$ cat src/rtl/pattern_count_engine.sv
// Pattern counter: scans MSG_BYTES bytes from an external synchronous memory and counts PAT_W-bit pattern matches.
// Define PCE_STREAM_EN to build the history register and the cnt_stream (byte-crossing) counter.
module pattern_count_engine #(
  parameter int PAT_W     = 5,
  parameter int MSG_BYTES = 32,
  parameter int CNT_W     = 9
) (
  input  logic                         clk,
  input  logic                         reset,
  input  logic                         req,
  input  logic [PAT_W-1:0]             pat,
  output logic [$clog2(MSG_BYTES)-1:0] mem_addr,
  input  logic [7:0]                   mem_rdata,
  output logic                         done,
  output logic [CNT_W-1:0]             cnt_within,
  output logic [CNT_W-1:0]             cnt_bytes,
  output logic [CNT_W-1:0]             cnt_stream
);

  localparam int AW = $clog2(MSG_BYTES);
  localparam int SW = $clog2(MSG_BYTES + 1);

  typedef enum logic [1:0] {S_IDLE, S_RUN, S_DONE} state_t;

  state_t           state, state_next;
  logic [PAT_W-1:0] pat_q;
  logic [SW-1:0]    step;
  logic             start, eval, last;
  logic [3:0]       within_n;

  // step counts RUN cycles; byte data from the memory trails the address by one, so step k holds byte k-1.
  assign start = (state == S_IDLE) && req;
  assign eval  = (state == S_RUN) && (step != '0);
  assign last  = (state == S_RUN) && (step == SW'(MSG_BYTES));
  assign done  = (state == S_DONE);

  always_ff @(posedge clk) begin
    if (!reset) state <= S_IDLE;
    else        state <= state_next;
  end

  // NOTE: every combinational output gets a default first so no path leaves it unassigned (no latch).
  always_comb begin
    state_next = state;
    case (state)
      S_IDLE:  if (req)  state_next = S_RUN;
      S_RUN:   if (last) state_next = S_DONE;
      S_DONE:  if (!req) state_next = S_IDLE;
      default: state_next = S_IDLE;
    endcase
  end

  always_comb begin
    within_n = '0;
    for (int i = 0; i <= 8 - PAT_W; i++)
      if (mem_rdata[i +: PAT_W] == pat_q) within_n = within_n + 4'd1;
  end

  // NOTE: sequential state uses non-blocking assignments only, so every register sees pre-edge values.
  always_ff @(posedge clk) begin
    if (!reset) begin
      pat_q      <= '0;
      mem_addr   <= '0;
      step       <= '0;
      cnt_within <= '0;
      cnt_bytes  <= '0;
    end else if (start) begin
      pat_q      <= pat;
      mem_addr   <= '0;
      step       <= '0;
      cnt_within <= '0;
      cnt_bytes  <= '0;
    end else if (state == S_RUN) begin
      if (!last) step <= step + 1'b1;
      if (mem_addr != AW'(MSG_BYTES - 1)) mem_addr <= mem_addr + 1'b1;
      if (eval) begin
        cnt_within <= cnt_within + CNT_W'(within_n);
        if (within_n != '0) cnt_bytes <= cnt_bytes + 1'b1;
      end
    end
  end

`ifdef PCE_STREAM_EN
  localparam int HIST_W = (PAT_W > 1) ? PAT_W - 1 : 1;

  logic [HIST_W-1:0] hist;
  logic [HIST_W+7:0] joined;
  logic [3:0]        cross_n;
  logic [3:0]        stream_n;

  assign joined = {hist, mem_rdata};

  // Windows that straddle the previous byte; byte 0 has no predecessor, so they are skipped there.
  always_comb begin
    cross_n = '0;
    for (int j = 9 - PAT_W; j < 8; j++)
      if (joined[j +: PAT_W] == pat_q) cross_n = cross_n + 4'd1;
  end

  assign stream_n = (step == SW'(1)) ? within_n : within_n + cross_n;

  always_ff @(posedge clk) begin
    if (!reset || start) begin
      hist       <= '0;
      cnt_stream <= '0;
    end else if (eval) begin
      hist       <= mem_rdata[HIST_W-1:0];
      cnt_stream <= cnt_stream + CNT_W'(stream_n);
    end
  end
`else
  assign cnt_stream = '0;
`endif

endmodule

$ cat config.mk
export PLATFORM = sky130hd
export DESIGN_NAME = pattern_count_engine
export DESIGN_NICKNAME = d
export VERILOG_FILES = /design/src/rtl/pattern_count_engine.sv
export SDC_FILE = /design/constraint.sdc
export NUM_CORES = 1
export LEC_CHECK = 0
export BUFFER_PORTS_ARGS = -buffer_cell sky130_fd_sc_hd__buf_4
export CORE_ASPECT_RATIO = 0.5
export CORE_MARGIN = 3
export CORE_UTILIZATION = 45
export CTS_CLUSTER_DIAMETER = 120
export DETAILED_ROUTE_END_ITERATION = 8
export HOLD_SLACK_MARGIN = 0.12
export PLACE_DENSITY = 0.66
export SLEW_MARGIN = 30
export SYNTH_ARGS = -nofsm -noshare
export SYNTH_HDL_FRONTEND = slang
export SYNTH_SLANG_ARGS = --single-unit
$ cat constraint.sdc
create_clock -name clk -period 4.2 [get_ports clk]
set_input_delay 0.21 -clock clk [delete_from_list [all_inputs] [get_ports clk]]
set_output_delay 0.21 -clock clk [all_outputs]
set_load 0.05 [all_outputs]
Yosys cells after proc, flatten, opt, wreduce, memory -nomap -nowiden. Cells that the tools add are included.

Register bits after elaboration: 36. Input port bits: 16. Output and inout port bits: 33. Logic and storage cells: 46.

$add $sub $neg: 7. Equality and inequality tests: 11. Muxes and demuxes: 8. Bitwise operators: 2. Reduce and logical (&&, ||, !) cells: 12.

Operator list (count): == test 5 bit (4); adder 4 x 1 -> 4 bit, second input constant (3); 2-to-1 mux 4 bit (3); adder 9 x 1 -> 9 bit, second input constant (1); adder 9 x 4 -> 9 bit (1); adder 6 x 1 -> 6 bit, second input constant (1); == test 6 bit, second input constant (1); 2-to-1 mux 2 bit (3); inequality test 2 bit, second input constant (3); one-hot mux 2 bit (3 select lines) (1); AND reduction 2 bit (3); AND reduction 3 bit (2); nonzero test 6 bit (1); adder 5 x 1 -> 5 bit, second input constant (1); inequality test 5 bit, second input constant (1); nonzero test 4 bit (1); logical AND 1 bit (3); == test 2 x 1 -> 1 bit, second input constant (1); == test 2 bit, second input constant (1); logical NOT 2 bit (1); inverter 1 bit (2); OR reduction 2 bit (1); 2-to-1 mux 1 bit (1).

Longest topological paths before layout. Gate-level depths: netlist (run 1).

Depth after elaboration: 10. Mapped depth: 20. Depth with buffers taken out: 19.

Least setup slack after synthesis (run 1). No wires, ideal clock.

Kind: register to register. Start point: register pat_q[3]. End point: register cnt_within[8]. Library setup time: 0.128 ns. Arrival: 3.320 ns. Required time: 4.072 ns. Setup slack: 0.753 ns. Stages on the path, launching flop included: 20. Path buffers: 1. Period minus slack after synthesis: 3.447 ns. Path through: dfxtp_1 buf_2 xor2_1 nor2_1 and4_1 inv_1 ha_1 or3_1 nand2_1 ha_1 nand2_1 xor2_2 inv_1 ha_1 a21o_1 a21oi_1 nor4bb_1 nand3_1 xor2_1 nor2_1.

Word-level cells in the longest chain between the ends: 9. Elaborated cells on any way between the ends: 12. Those cells by class: add/sub: 4; eq/ne: 4; mux: 4.

RTL lines: from (decl) (RTL line 26) `logic [PAT_W-1:0] pat_q;`; from (signal assigned) (RTL line 68) `pat_q <= pat;`; == test 5 bit (RTL line 56) `if (mem_rdata[i +: PAT_W] == pat_q) within_n = within_n + 4'd1;`; 2-to-1 mux 1 bit (RTL line 56); adder 4 x 1 -> 4 bit (RTL line 56); 2-to-1 mux 4 bit (RTL line 56); adder 4 x 1 -> 4 bit (RTL line 56); 2-to-1 mux 4 bit (RTL line 56); adder 4 x 1 -> 4 bit (RTL line 56); 2-to-1 mux 4 bit * (RTL line 56); adder 9 x 4 -> 9 bit * (RTL line 77) `cnt_within <= cnt_within + CNT_W'(within_n);`; to (signal assigned) (RTL line 77); to (decl) (RTL line 15) `output logic [CNT_W-1:0] cnt_within,`.

Mark *: on every way between the ends. The rest lies on a longest branch, timed or not. A chain may end at the register's enable or synchronous reset.

Worst setup path in the final report (run 1).
Start point: register pat_q[1]. End point: register cnt_within[8].

The elaborated chain is that of the path after synthesis.

==> impl_metrics.yaml, run 1 <==
synth:
  ys_seq_elements: 36
  seq_area_frac_synth: 0.325
  synth_edf_count: 0
  synth_mux_area_frac: 0.0598
  yosys.cell_types.count: 47
  synth_top_family_by_area: "simple AND/OR/NAND/NOR gates"
  synth_xor_area_frac: 0.184
  synth_area_um2: 2220
  synth_simple_gate_area_frac: 0.209
  synth_fa_ha_area_frac: 0.0767
  syn_avg_cell_area_um2: 9.20
  ys_warn_count: 0
  async_reset_ff_frac: 0
  synth_top_flop_cell: "dfxtp_1"
  syn-instance-count: 241
  synth_compound_area_frac: 0.0716
clock_network:
  ctsHoldBuffers: 0
  clk_latency_ns: 0.29
  cts_setup_buffers: 0
  cts_resized: 0
  cts.sinks: 36
  root_buffer: "clkbuf_8"
  cts_tree: "built"
  cts_buffers: 5
  clk_path_buf_depth: 2
  h-tree-depth: 2
  clkSlewWorstSetupHoldPaths_ns: 0.07
placed_design:
  place_area_um2: 2510
  portBuffers: 39
  dp_hpwl_um: 3200
  gp_routability_congestion: 0.806
critical_path:
  cp-start-kind: "flop"
  r2r.worst_path.cells: 17
  end_kind: "flop"
  reg2reg_to: "cnt_within[8]"
  crit_chain: "xor2_1 > nor2_1 > and4_1 > ha_1 > xor2_4 > inv_1 > ha_1 > nand2_1 > xor2_2 > inv_1 > ha_1 > a21o_1 > a21oi_1 > nor4bb_1 > nand3_1 > xor2_1 > nor2_1"
  cp.arrival_ns: 3.88
  timing_worst_setup_path_type: "reg2reg"
  reg2reg_from: "pat_q[1]"
  cpMostUsedCell: "ha_1"
  critPathRequiredTime_ns: 4.37
  critical_path_buf_inv_count: 2
  critPathSlowestCell: "dfxtp_1"
  critPathMaxStageDelay_ns: 0.46
  cp_max_fo: 8
  critPathTopFamily: "simple AND/OR/NAND/NOR gates"
  reg2reg_slack_ns: 0.50
sta:
  final.setup.tns_ns: 0
  rsz0062_at_grt: "false"
  finalSetupViolations: 0
  fmaxAchievable_ghz: 0.270
  tightest_slew_ns: 0.762
  finalCritPeriodShare: 0.881
  fin_worst_skew_ns: 0.0127
  drv_slew: 0
  hold_viol: 0
  relSlewSlack: 0.492
  finalCriticalPeriod_ns: 3.70
status:
  status: "complete, no violations"
worst_hold_path:
  worstHoldPathType: "in2reg"
  min_from: "pat[1]"
  whs_path_depth: 3
  worstHoldEndpoint: "pat_q[1]"
power:
  peakVddDrop_mv: 0.135
  p_total_mw: 0.717
  p_per_area_nw_per_um2: 276
  p_leak_nw: 1.10
floorplan:
  rows: 17
  dieArea_um2: 5860
  die_h_um: 55.6
  io_pins: 49
  die_w_um: 105
  core_area_um2: 4570
  start_util: 0.485
detailed_routing:
  vias: 1661
  drt_iter0_markers: 31
  route.detailed.drc: 0
  vias_per_cell: 4.81
  drtAntennaViolNets: 0
  wl_per_cell_um: 11.9
  firstDrtPassIters: 4
  wirelength_um: 4090
global_routing:
  grt_overflow: 0
  antenna_found_initial: 0
  grt_pass1_wl_um: 7110
  grt_pass1_vias: 1592
  track_usage: 0.148
  grt_start_max_net_pins: 31
finish:
  final_net_count: 307
  n_antenna_cell: 0
  final_area_um2: 2600
  areaGrowthSynthToFinish_pct: 17.1
  drive_gt1_frac: 0.222
flow_run:
  drv_cap: 0
[cell usage after synthesis, types with 2 or more instances]
master | instances | area, um2
dfxtp_1 | 36 | 721
nor2_1 | 35 | 131
xnor2_1 | 25 | 219
xor2_1 | 13 | 114
ha_1 | 12 | 150
buf_4 | 11 | 82.6
mux2i_1 | 11 | 110
nand2_1 | 10 | 37.5
inv_1 | 9 | 33.8
nor2b_1 | 8 | 50.1
a211oi_1 | 6 | 45.0
a21oi_1 | 6 | 30.0
nand3_1 | 5 | 25.0
nand4_1 | 5 | 31.3
and4_1 | 4 | 35.0
buf_2 | 3 | 15.0
clkbuf_1 | 3 | 11.3
nand2b_1 | 3 | 18.8
o21ai_0 | 3 | 15.0
or3_1 | 3 | 18.8
a21o_1 | 2 | 15.0
nand3b_1 | 2 | 15.0
xnor2_2 | 2 | 32.5
[cell type report]
class,count,area (um2)
Clock inverter,3,18.8
Multi-Input combinational cell,186,1370
Clock buffer,5,68.8
Timing Repair Buffer,40,300
Sequential cell,36,721
Fill cell,432,1980
Tap cell,66,82.6
Inverter,9,33.8
[per-layer routing]
metal	routed length, um	track usage	share of wire
met5	0	0	0
met4	39	0.0449	0.0095
met3	219	0.0394	0.054
met2	1840	0.238	0.45
met1	1990	0.196	0.49
[metrics by stage]
stage	hold slack (ns)	std cells	worst slack [ns]	utilization
4_1_cts	0.167	345	0.444	0.568
3_3_place_gp	0.466	337	0.618	0.549
6_report	0.177	345	0.498	0.568
2_1_floorplan	0.328	250	0.753	-
5_1_grt	0.186	345	0.141	0.568
3_5_place_dp	0.476	337	0.471	0.549
[registers in the layout (all words and copies together) (netlist names)]
signal / flops
cnt_bytes: 9
cnt_within: 9
mem_addr: 5
pat_q: 5
state: 2
step: 6
[placed cells by master (no fill, tap or decap), drive strengths merged]
master | netlist | layout
and2 | 1 | 1
ha | 12 | 12
nand4 | 5 | 5
o21a | 1 | 1
xnor2 | 27 | 27
or4b | 1 | 1
and2b | 1 | 1
nor2 | 35 | 35
inv | 9 | 9
conb | 1 | 10
xor2 | 15 | 15
clkinv | 0 | 3
a21boi | 1 | 1
and3 | 1 | 1
nand2 | 10 | 10
nand3 | 6 | 6
a31o | 1 | 1
nand3b | 2 | 2
nand2b | 3 | 3
fa | 1 | 1
o21ai | 4 | 4
a211oi | 7 | 7
or3 | 3 | 3
nor4bb | 1 | 1
mux2i | 12 | 12
nor3 | 2 | 2
a21oi | 7 | 7
nor2b | 8 | 8
nor3b | 2 | 2
buf | 15 | 40
and4 | 4 | 4
a21o | 2 | 2
clkbuf | 4 | 5
or2 | 1 | 1
dfxtp | 36 | 36
[where the power goes]
group          leakage, nW  internal [mW]  switching, mW
Clock               0.0479          0.115          0.126
Combinational        0.762         0.0489         0.0700
Sequential           0.291          0.347         0.0100
[worst reg2reg max path: stages, from the launching register on]
cell	delay (ns)
dfxtp_1	0.46
xor2_1	0.18
nor2_1	0.05
and4_1	0.18
ha_1	0.38
xor2_4	0.26
inv_1	0.07
ha_1	0.18
nand2_1	0.10
xor2_2	0.33
inv_1	0.08
ha_1	0.33
a21o_1	0.13
a21oi_1	0.08
nor4bb_1	0.43
nand3_1	0.15
xor2_1	0.16
nor2_1	0.05
[worst max-delay path by stage]
stage / end / slack [ns] / cells past startpoint / start
floorplan: cnt_within[8] / 0.75 / 19 / pat_q[3]
global placement: cnt_within[7] / 0.62 / 18 / pat_q[1]
detailed placement: cnt_within[8] / 0.47 / 17 / pat_q[1]
CTS: cnt_within[8] / 0.44 / 17 / pat_q[1]
global route: cnt_within[8] / 0.14 / 17 / pat_q[4]
finish: cnt_within[8] / 0.50 / 17 / pat_q[1]
[cells by family after synthesis]
| group | Yosys count |
|---|---|
| simple gates | 86 |
| mux | 12 |
| xor+xnor | 42 |
| compound gates | 23 |
| other cells | 1 |
| flops | 36 |
| fa+ha+maj | 13 |
| buf+inv | 28 |
Note: power is estimated with default switching activity, not from simulation.
==> run 2: changes to the inputs <==
--- a/config.mk
+++ b/config.mk
@@ -5,6 +5,7 @@
 export SDC_FILE = /design/constraint.sdc
 export NUM_CORES = 1
 export LEC_CHECK = 0
+export ABC_AREA = 1
 export BUFFER_PORTS_ARGS = -buffer_cell sky130_fd_sc_hd__buf_4
 export CORE_ASPECT_RATIO = 0.5
 export CORE_MARGIN = 3
==> run 2 against run 1 <==
Fmax up 11%. Power increased by 15%. Combinational power is 29% higher. Register-to-register slack improved by 0.36 ns. Global-route usage increased by 1.8 points. Final cell count grew 27%. Area after synthesis rose by 3.3%. Sequential cell count did not move. Utilization up 2.1 points. Critical endpoint unchanged. Largest cell class unchanged. Largest power group unchanged.
==> impl_metrics.yaml, run 2 <==
status:
  status: "complete, no violations"
worst_hold_path:
  whs_path_depth: 3
  min_from: "pat[4]"
  worstHoldEndpoint: "pat_q[4]"
  worstHoldPathType: "in2reg"
synth:
  synth_common_cells: "nand2_1, nor2_1, dfxtp_1"
  async_reset_ff_frac: 0
  ys_seq_elements: 36
  syn-instance-count: 328
  syn_avg_cell_area_um2: 6.98
  yosys.cell_types.count: 34
  synthTopCellsByArea: "dfxtp_1, nand2_1, ha_1"
  seq_area_frac_synth: 0.315
  synth_top_area_frac: 0.315
  synth_most_common_cell: "nand2_1"
  ys_warn_count: 0
  synth_top_flop_cell: "dfxtp_1"
  synth_area_um2: 2290
  synth_top_cell_by_area: "dfxtp_1"
  synth_edf_count: 0
global_routing:
  grt_start_max_net_pins: 21
  grt_overflow: 0
  grt_pass1_wl_um: 8180
  grt_pass1_vias: 1913
  antenna_found_initial: 0
  track_usage: 0.167
floorplan:
  start_util: 0.494
  core_area_um2: 4640
  rows: 17
  dieArea_um2: 6040
  die_w_um: 107
  io_pins: 49
  die_h_um: 56.5
critical_path:
  reg2reg_to: "cnt_within[8]"
  cp.depth: 22
  critPathSlowestCell: "fa_1"
  crit_start: "pat_q[0]"
  crit_chain: "xor2_1 > nor3b_1 > nand3_1 > inv_1 > ha_1 > inv_1 > nand2_1 > nand2_1 > inv_1 > ha_1 > or2_0 > nand2_2 > inv_1 > fa_1 > a21oi_1 > o21ai_1 > nand3_1 > nor2_1 > nand2_1 > o21ai_1 > nand2_1 > nor2_1"
  critical_path_buf_inv_count: 4
  critPathMaxStageDelay_ns: 0.43
  r2r.worst_path.cells: 22
  reg2reg_from: "pat_q[0]"
  cp_max_fo: 5
  critPathRequiredTime_ns: 4.38
  reg2reg_slack_ns: 0.86
  timing_worst_setup_path_type: "reg2reg"
  critPathTopFamily: "simple AND/OR/NAND/NOR gates"
  end_kind: "flop"
  cp.arrival_ns: 3.52
  cp-start-kind: "flop"
sta:
  drv_slew: 0
  fmaxAchievable_ghz: 0.299
  finalCriticalPeriod_ns: 3.34
  fin_worst_skew_ns: 0.00744
  fin_ws_ns: 0.860
  hold_viol: 0
  final.setup.tns_ns: 0
  finalSetupViolations: 0
  finalCritPeriodShare: 0.795
  rsz0062_at_grt: "false"
detailed_routing:
  wl_per_cell_um: 11.0
  drtAntennaViolNets: 0
  vias: 2078
  wirelength_um: 4830
  drt_iter0_markers: 61
  route.detailed.drc: 0
  vias_per_cell: 4.76
  firstDrtPassIters: 4
finish:
  layout_common_cells: "nand2_1, buf_4, nor2_1"
  n_antenna_cell: 0
  drive_gt1_frac: 0.224
  layout_commonest_cell: "nand2_1"
  areaGrowthSynthToFinish_pct: 19.2
  instances_no_fill: 437
  final_net_count: 399
  reg.largest.list: "cnt_bytes: 9 flops, cnt_within: 9 flops, step: 6 flops"
clock_network:
  clkSlewWorstSetupHoldPaths_ns: 0.08
  cts_tree: "built"
  cts_setup_buffers: 0
  ctsHoldBuffers: 0
  h-tree-depth: 2
  clk_path_buf_depth: 2
  cts_buffers: 5
  cts_resized: 0
  clk_latency_ns: 0.29
  cts.sinks: 36
  root_buffer: "clkbuf_8"
placed_design:
  portBuffers: 39
  gp_routability_congestion: 0.863
  pre_cts_slack_ns: 0.877
  dpl.cell_count: 429
  dp_hpwl_um: 3720
flow_run:
  drv_cap: 0
power:
  peakVddDrop_mv: 0.191
  p_per_area_nw_per_um2: 301
  p_leak_nw: 1.27
[run 2: where the power goes]
part	switching, mW	internal, mW
clock	0.132	0.176
combinational	0.105	0.0481
sequential	0.0110	0.350
[run 2: logic make-up after synthesis]
group / count (synthesis) / synth area share
simple gates: 153 / 0.317
buf+inv: 59 / 0.115
compound gates: 51 / 0.121
flops: 36 / 0.315
xor+xnor: 15 / 0.0573
fa+ha+maj: 13 / 0.0743
other cells: 1 / 0.00164
[run 2: worst max-delay path by stage]
| stage | to |
|---|---|
| 6_report | cnt_within[8] |
| 5_1_grt | cnt_within[8] |
| 4_1_cts | cnt_within[8] |
| 3_5_place_dp | cnt_within[8] |
| 3_3_place_gp | cnt_within[8] |
| 2_1_floorplan | cnt_within[8] |
[run 2: worst register-to-register path: cells and delay by family, from the launching register on]
kind / cells / cell delay, ns
buffers and inverters: 4 / 0.27
AOI/OAI and AO/OA: 3 / 0.31
and+or+nand+nor: 11 / 1.19
xor gates and xnor gates: 1 / 0.18
DFF: 1 / 0.37
adders and majority gates: 3 / 0.93
[run 2: area by class of cell]
cell class,instances,area (um2)
repair buffers,40,300
clock inverters,3,42.5
well taps,66,82.6
flip-flops and latches,36,721
fillers,464,1910
clock buffers,5,68.8
multi-input cells,242,1340
inverters,45,174
[run 2: per-layer routing]
metal	vias up	global-route usage	share of wire	wire [um]
li1	1120	-	-	-
met1	909	0.209	0.50	2430
met2	44	0.281	0.44	2130
met3	5	0.0436	0.043	209
met4	0	0.0528	0.011	55
met5	-	0	0	0
[run 2: per-stage QoR]
stage | hold slack, ns | area (um2) | total power [mW] | utilization
2_1_floorplan | 0.346 | 2320 | 0.490 | -
3_3_place_gp | 0.455 | 2620 | 0.520 | 0.565
3_5_place_dp | 0.466 | 2620 | 0.523 | 0.565
4_1_cts | 0.179 | 2730 | 0.831 | 0.589
5_1_grt | 0.187 | 2730 | 0.867 | 0.589
6_report | 0.184 | 2730 | 0.822 | 0.589
==> run 3: changes to the inputs <==
==> constraint.sdc (replaced) <==
create_clock -name clk -period 3.4 [get_ports clk]
set_input_delay 0.17 -clock clk [delete_from_list [all_inputs] [get_ports clk]]
set_output_delay 0.17 -clock clk [all_outputs]
set_load 0.05 [all_outputs]
==> run 3 against run 2 <==
First-iteration DRC count increased by 6.6%. Sequential power is 24% higher. Clock skew is essentially flat. Clock power up 3%. Via count is 0.19% higher. Utilization up 0.54 points. Clock-buffer cell count is 1 higher. Combinational power increased by 26%. Non-clock buffer count up 1. Global-route usage rose by 0.17 points. Wire length increased by 1.2%. Highest routed layer unchanged.
==> impl_metrics.yaml, run 3 (synthesis gave the netlist of run 2 again) <==
floorplan:
  dieArea_um2: 6040
  rows: 17
  die_h_um: 56.5
  io_pins: 49
  start_util: 0.494
  die_w_um: 107
  core_area_um2: 4640
detailed_routing:
  route.detailed.drc: 0
  drt_iter0_markers: 65
  firstDrtPassIters: 5
  vias_per_cell: 4.75
  drtAntennaViolNets: 0
  wirelength_um: 4880
  wl_per_cell_um: 11.1
  vias: 2082
global_routing:
  antenna_found_initial: 0
  grt_pass1_vias: 1888
  grt_pass1_wl_um: 8220
  grt_overflow: 0
  track_usage: 0.169
  grt_start_max_net_pins: 21
critical_path:
  cp.arrival_ns: 3.38
  r2r.worst_path.cells: 23
  timing_worst_setup_path_type: "reg2reg"
  critPathRequiredTime_ns: 3.58
  reg2reg_from: "pat_q[0]"
  end_kind: "flop"
  cp-start-kind: "flop"
  cp_max_fo: 5
  crit_start: "pat_q[0]"
placed_design:
  dpl.cell_count: 429
  pre_cts_slack_ns: 0.0865
  dp_hpwl_um: 3720
  gp_routability_congestion: 0.888
  portBuffers: 39
finish:
  final_net_count: 400
  n_antenna_cell: 0
  seqCellArea_um2: 728
  areaGrowthSynthToFinish_pct: 20.3
  layout_common_cells: "nand2_1, buf_4, nor2_1"
  layout_commonest_cell: "nand2_1"
  reg.largest.list: "cnt_bytes: 9 flops, cnt_within: 9 flops, step: 6 flops"
  instances_no_fill: 438
  fillers: 426
  drive_gt1_frac: 0.253
  multi_input_area_um2: 1370
clock_network:
  cts_tree: "built"
  ctsHoldBuffers: 0
  cts.sinks: 36
  root_buffer: "clkbuf_8"
  cts_buffers: 5
  h-tree-depth: 2
  clk_latency_ns: 0.29
  clkSlewWorstSetupHoldPaths_ns: 0.07
  clk_path_buf_depth: 2
sta:
  hold_viol: 0
  fmaxAchievable_ghz: 0.312
  fin_worst_skew_ns: 0.00773
  finalCritPeriodShare: 0.943
  finalCriticalPeriod_ns: 3.21
  finalSetupViolations: 0
  drv_slew: 0
  fin_ws_ns: 0.193
worst_hold_path:
  worstHoldPathType: "in2reg"
  min_from: "pat[4]"
  whs_path_depth: 3
power:
  peakVddDrop_mv: 0.280
  p_per_area_nw_per_um2: 348
  p_leak_nw: 1.27
flow_run:
  drv_cap: 0
status:
  status: "complete, no violations"
-- run 3: cell count changes in the layout (fill, tap and decap cells not counted), sizes merged --
cell,previous run,this run
bufinv,1,0
clkinv,1,2
buf,40,41
clkinvlp,1,0
clkbuf,5,6
-- run 3: routing by layer --
metal / GRT usage / wire [um] / vias to the layer above / part of all wire
met5: 0 / 0 / - / 0
met4: 0.0528 / 59 / 0 / 0.012
met3: 0.0482 / 289 / 7 / 0.059
met2: 0.277 / 2180 / 52 / 0.45
met1: 0.214 / 2350 / 902 / 0.48
li1: - / - / 1121 / -
-- run 3: timing repair --
item / 4_1_cts / 5_1_grt
setup buffers: 0 / 1
setup endpoints to repair: 0 / 3
resized for setup: 0 / 12
-- run 3: area by class of cell --
type,instances,share of cell area
repair buffers,41,0.112
clock buffers,6,0.0300
inverters,45,0.0640
flip-flops and latches,36,0.264
well taps,66,0.0300
clock inverters,2,0.00363
multi-input cells,242,0.496
-- run 3: where the power goes --
group          internal, mW  switching [mW]  total [mW]
logic                0.0615           0.132       0.193
registers             0.433          0.0140       0.447
clock network         0.162           0.156       0.318
total                 0.657           0.302       0.958
-- run 3: stage by stage --
| stage | instance area (um2) | hold slack, ns | util | TNS, ns | total power [mW] |
|---|---|---|---|---|---|
| floorplan | 2320 | 0.306 | - | 0 | 0.605 |
| global placement | 2620 | 0.435 | 0.565 | 0 | 0.643 |
| detailed placement | 2620 | 0.453 | 0.565 | 0 | 0.645 |
| CTS | 2710 | 0.140 | 0.585 | 0 | 0.966 |
| global route | 2760 | 0.161 | 0.594 | -0.0342 | 1.01 |
| finish | 2760 | 0.151 | 0.594 | 0 | 0.958 |
-- run 3: final timing paths --
kind              endpoint  slack [ns]
max          cnt_within[7]        0.19
min               pat_q[4]        0.15
max reg2reg  cnt_within[7]        0.19
min reg2reg    mem_addr[3]        0.49
-- run 3: worst max-delay path: stages (launching register included) --
cell     delay, ns
dfxtp_2       0.35
xor2_1        0.17
nor3b_1       0.22
nand3_1       0.14
inv_1         0.08
ha_1          0.25
inv_1         0.06
nand2_1       0.06
nand2_1       0.09
inv_1         0.04
ha_1          0.25
or2_0         0.23
nand2_2       0.10
inv_2         0.05
ha_1          0.26
nand3_1       0.08
nand2_1       0.08
nand2_1       0.06
nand2_1       0.07
nand3_2       0.09
nor2_2        0.12
nand2_1       0.07
o21ai_1       0.11
a21oi_1       0.05
